**config.mk**
```make
export PLATFORM = sky130hd
export DESIGN_NAME = serial_add_sequencer
export DESIGN_NICKNAME = d
export VERILOG_FILES = /design/src/rtl/serial_add_sequencer.sv
export SDC_FILE = /design/constraint.sdc
export NUM_CORES = 1
export LEC_CHECK = 0
export ABC_AREA = 1
export CORE_MARGIN = 1.5
export CORE_UTILIZATION = 50
export CTS_CLUSTER_DIAMETER = 60
export DETAILED_ROUTE_END_ITERATION = 7
export PLACE_DENSITY = 0.84
export SLEW_MARGIN = 20
export SYNTH_ARGS = -nofsm -noshare
export SYNTH_HDL_FRONTEND = slang
export SYNTH_SLANG_ARGS = --single-unit
```
**constraint.sdc**
```tcl
create_clock -name clk -period 1.71 [get_ports clk]
set_input_delay 0.2565 -clock clk [delete_from_list [all_inputs] [get_ports clk]]
set_output_delay 0.2565 -clock clk [all_outputs]
set_load 0.02 [all_outputs]
```
**src/rtl/serial_add_sequencer.sv**
```systemverilog
// Two-bit-per-cycle serial adder: drives a 2-bit ripple adder with LSB-first operand slices
// and assembles {carryOut,sum} = a + b + carryIn over WIDTH/2 RUN cycles.

module rippleADD (
  input  logic [1:0] a,
  input  logic [1:0] b,
  input  logic       carryIn,
  output logic [1:0] sum,
  output logic       carryOut
);
  logic c1;
  always_comb begin
    sum[0]   = a[0] ^ b[0] ^ carryIn;
    c1       = (a[0] & b[0]) | (carryIn & (a[0] ^ b[0]));
    sum[1]   = a[1] ^ b[1] ^ c1;
    carryOut = (a[1] & b[1]) | (c1 & (a[1] ^ b[1]));
  end
endmodule

module serial_add_sequencer #(
  parameter int WIDTH = 8
) (
  input  logic             clk,
  input  logic             rst,
  input  logic             start,
  input  logic [WIDTH-1:0] a,
  input  logic [WIDTH-1:0] b,
  input  logic             carryIn,
  output logic             busy,
  output logic             done,
  output logic [WIDTH-1:0] sum,
  output logic             carryOut
);
  localparam int N  = WIDTH / 2;
  localparam int CW = (N > 1) ? $clog2(N) : 1;

  typedef enum logic [1:0] {S_IDLE, S_RUN, S_DONE} state_t;

  state_t           state_q, state_d;
  logic [WIDTH-1:0] a_q, a_d, b_q, b_d, acc_q, acc_d, sum_q, sum_d;
  logic             c_q, c_d, cout_q, cout_d;
  logic [CW-1:0]    cnt_q, cnt_d;

  logic [1:0]       add_sum;
  logic             add_co;
  logic [WIDTH+1:0] acc_cat;

  rippleADD u_add (
    .a        (a_q[1:0]),
    .b        (b_q[1:0]),
    .carryIn  (c_q),
    .sum      (add_sum),
    .carryOut (add_co)
  );

  // New slice enters at the MSB end; after N shifts the slices sit in order.
  assign acc_cat = {add_sum, acc_q};

  always_comb begin
    state_d = state_q;
    a_d     = a_q;
    b_d     = b_q;
    c_d     = c_q;
    acc_d   = acc_q;
    cnt_d   = cnt_q;
    sum_d   = sum_q;
    cout_d  = cout_q;
    case (state_q)
      S_RUN: begin
        acc_d = acc_cat[WIDTH+1:2];
        c_d   = add_co;
        a_d   = a_q >> 2;
        b_d   = b_q >> 2;
        cnt_d = cnt_q + CW'(1);
        if (cnt_q == CW'(N - 1)) begin
          sum_d   = acc_d;
          cout_d  = add_co;
          state_d = S_DONE;
        end
      end
      default: begin
        // IDLE and DONE both accept a new request.
        state_d = S_IDLE;
        if (start) begin
          a_d     = a;
          b_d     = b;
          c_d     = carryIn;
          acc_d   = '0;
          cnt_d   = '0;
          state_d = S_RUN;
        end
      end
    endcase
  end

  always_ff @(posedge clk) begin
    if (rst) begin
      state_q <= S_IDLE;
      a_q     <= '0;
      b_q     <= '0;
      c_q     <= 1'b0;
      acc_q   <= '0;
      cnt_q   <= '0;
      sum_q   <= '0;
      cout_q  <= 1'b0;
    end else begin
      state_q <= state_d;
      a_q     <= a_d;
      b_q     <= b_d;
      c_q     <= c_d;
      acc_q   <= acc_d;
      cnt_q   <= cnt_d;
      sum_q   <= sum_d;
      cout_q  <= cout_d;
    end
  end

  assign busy     = (state_q == S_RUN);
  assign done     = (state_q == S_DONE);
  assign sum      = sum_q;
  assign carryOut = cout_q;
endmodule

```
==> flow_summary.json <==
{
  "status": "complete, no violations",
  "grt_pass1_vias": 1235,
  "r2r_setup_slack_ps": 160,
  "grt_pass1_wl_um": 5270,
  "syn_avg_cell_area_um2": 7.50,
  "die-area_mm2": 0.00340,
  "synth_cell_types": 17,
  "worstPathMaxFanout": 2,
  "grt_util_met3": 0.0681,
  "synth-async-reset-ratio": 0,
  "worstPathArrival_ps": 1300,
  "power.internal_mw": 1.19,
  "cts_tree": "done",
  "power_frac_clock": 0.322,
  "netlist_area_mm2": 0.00153,
  "hold_viol": 0,
  "fp.dieW_um": 58.3,
  "setup_viol": 0,
  "critPathTopFamily": "buffers and inverters",
  "tns_ps": 0,
  "slew_headroom": 0.699,
  "yosysMostFrequentCell": "nand2_1",
  "r2r-end": "acc_q[7]",
  "synth_area_leaders": "dfxtp_1, nand2_1, nand3_1",
  "port_buffers": 30,
  "critPathMaxStageDelay_ps": 600,
  "path_buf_inv": 1,
  "grt_remaining_overflow": 0,
  "p_per_area_mw_per_mm2": 837,
  "hold_depth": 3,
  "place.gp.congestion": 0.728,
  "utilization": 0.672,
  "die_y_um": 58.3,
  "top_usage_layer": "met2",
  "antenna_found_initial": 0,
  "postRouteWirelength_um": 3060,
  "synth-seq-cells": 36,
  "coreArea_mm2": 0.00283,
  "worstSetupPathType": "flop to output port",
  "finalCritPeriodShare": 0.912,
  "cp.depth": 1,
  "syn_inst": 204,
  "diodes": 0,
  "h-tree-depth": 2,
  "path_cells": "clkdlybuf4s50_1",
  "hold_end": "a_q[7]",
  "grt.total_usage": 0.206,
  "synth_commonest_cells": "nand2_1, nand3_1, dfxtp_1",
  "cts.clk_slew.worst_paths_ps": 100,
  "drtIter0Drc": 62,
  "cp.required_ps": 1450,
  "setup_ws_ps": 151,
  "combPwrFrac": 0.119,
  "tightest_slew_ps": 451,
  "num-fill-cells": 254,
  "ys.flop_type": "dfxtp_1",
  "p_switching_mw": 0.401,
  "first_pass_iters": 4,
  "clockBufferDepth": 2,
  "rsz0062_at_grt": "false",
  "hold_path_startpoint": "a[7]",
  "cts_root_buffer": "clkbuf_4",
  "drv_slew": 0,
  "drc_errors": 0,
  "vias_per_cell": 5.13,
  "grt_max_degree": 28,
  "syn-num-nets": 227,
  "use_met1": 0.258,
  "min_path_type": "primary input to flop",
  "fin_crit_ps": 1560,
  "synth_edf_count": 0,
  "cap_violations": 0,
  "reg2reg_depth": 4,
  "hpwl_um": 2120,
  "drive_gt1_frac": 0.0847,
  "wl_per_cell_um": 11.5,
  "fp-row-count": 19,
  "peakVddDrop_mv": 0.531,
  "ant_nets": 0,
  "cts_hold_buf": 0,
  "end_kind": "output port",
  "crit_slowest_cell": "clkdlybuf4s50_1",
  "cts_buffers": 5,
  "syn2layout_area_growth_pct": 24.3,
  "power_frac_seq": 0.558,
  "yosysSeqAreaShare": 0.471,
  "startpoint_type": "flop",
  "start_util": 0.541,
  "clock_skew_ps": 7.30,
  "clock-sinks": 36,
  "synth_top_area_share": 0.471,
  "use_met2": 0.311,
  "ios": 31,
  "p_leak_nw": 0.904,
  "final_nets": 259,
  "num_vias": 1369,
  "fmax_ghz": 0.641,
  "yosysWarnings": 0,
  "switching_share": 0.252,
  "reg2reg_from": "a_q[0]",
  "synth_top_area_cell": "dfxtp_1",
  "dpl_worst_slack_ps": 170,
  "insertion_delay_ps": 350
}
[through the flow]
| step | cell area (um^2) | instances | hold WS (ps) | power [mW] |
|---|---|---|---|---|
| 6_report | 1900 | 267 | 456 | 1.59 |
| 5_1_grt | 1900 | 267 | 464 | 1.66 |
| 4_1_cts | 1900 | 267 | 452 | 1.60 |
| 3_3_place_gp | 1840 | 260 | 436 | 1.09 |
| 3_5_place_dp | 1840 | 260 | 443 | 1.10 |
| 2_1_floorplan | 1530 | 204 | 397 | 1.03 |
[final cells by class]
class	instances	area, um^2	share of cell area
clock buffer	7	65.1	0.0342
inverter	18	67.6	0.0355
multi-input combinational	139	667	0.351
sequential	36	721	0.379
tap	31	38.8	0.0204
timing repair buffer	36	343	0.180
[power by group through the flow]
stage                     combinational (mW)  sequential [mW]  clock [mW]
final                                  0.189            0.889       0.513
after global routing                   0.215            0.893       0.552
after CTS                              0.190            0.889       0.517
after detailed placement               0.191            0.908           0
after global placement                 0.188            0.906           0
after floorplan                        0.125            0.903           0
[worst max-delay path by stage]
stage	from	slack [ps]	endpoint
4_1_cts	carryOut	140	carryOut
5_1_grt	a_q[0]	100	acc_q[7]
6_report	sum[7]	150	sum[7]
2_1_floorplan	a_q[0]	250	acc_q[7]
3_5_place_dp	a_q[0]	170	acc_q[7]
3_3_place_gp	a_q[0]	220	acc_q[7]
[what timing repair did]
action                     CTS  global route
gates resized for setup      2             0
setup endpoints to repair    2             0
buffers inserted             0             0
[cell families (layout without fill, tap and decap cells)]
kind of cell    Yosys count  after routing  share of synthesized area
buf+inv                  29             61                     0.0932
simple gates            123            123                      0.359
flops                    36             36                      0.471
compound gates           13             13                     0.0425
fa+ha+maj                 3              3                     0.0343
[registers in the layout, indices dropped and copies added (netlist names)]
signal	cells
a_q	8
sum	8
c_q	1
acc_q	6
b_q	8
state_q	2
carryOut	1
cnt_q	2
[layout by cell type (no fill, tap or decap), drive strengths merged]
cell	n
o21ai	1
dlygate4sd2	2
clkbuf	7
buf	6
nor2	5
nand3	48
dfxtp	36
a21oi	12
fa	2
ha	1
nand2	70
inv	18
clkdlybuf4s50	28
[layer usage]
layer | share of wire | up-vias | wire length, um
li1 | - | 713 | -
met1 | 0.46 | 614 | 1420
met2 | 0.46 | 34 | 1400
met3 | 0.049 | 8 | 150
met4 | 0.028 | 0 | 87
met5 | 0 | - | 0
Note: power is estimated with default switching activity, not from simulation.
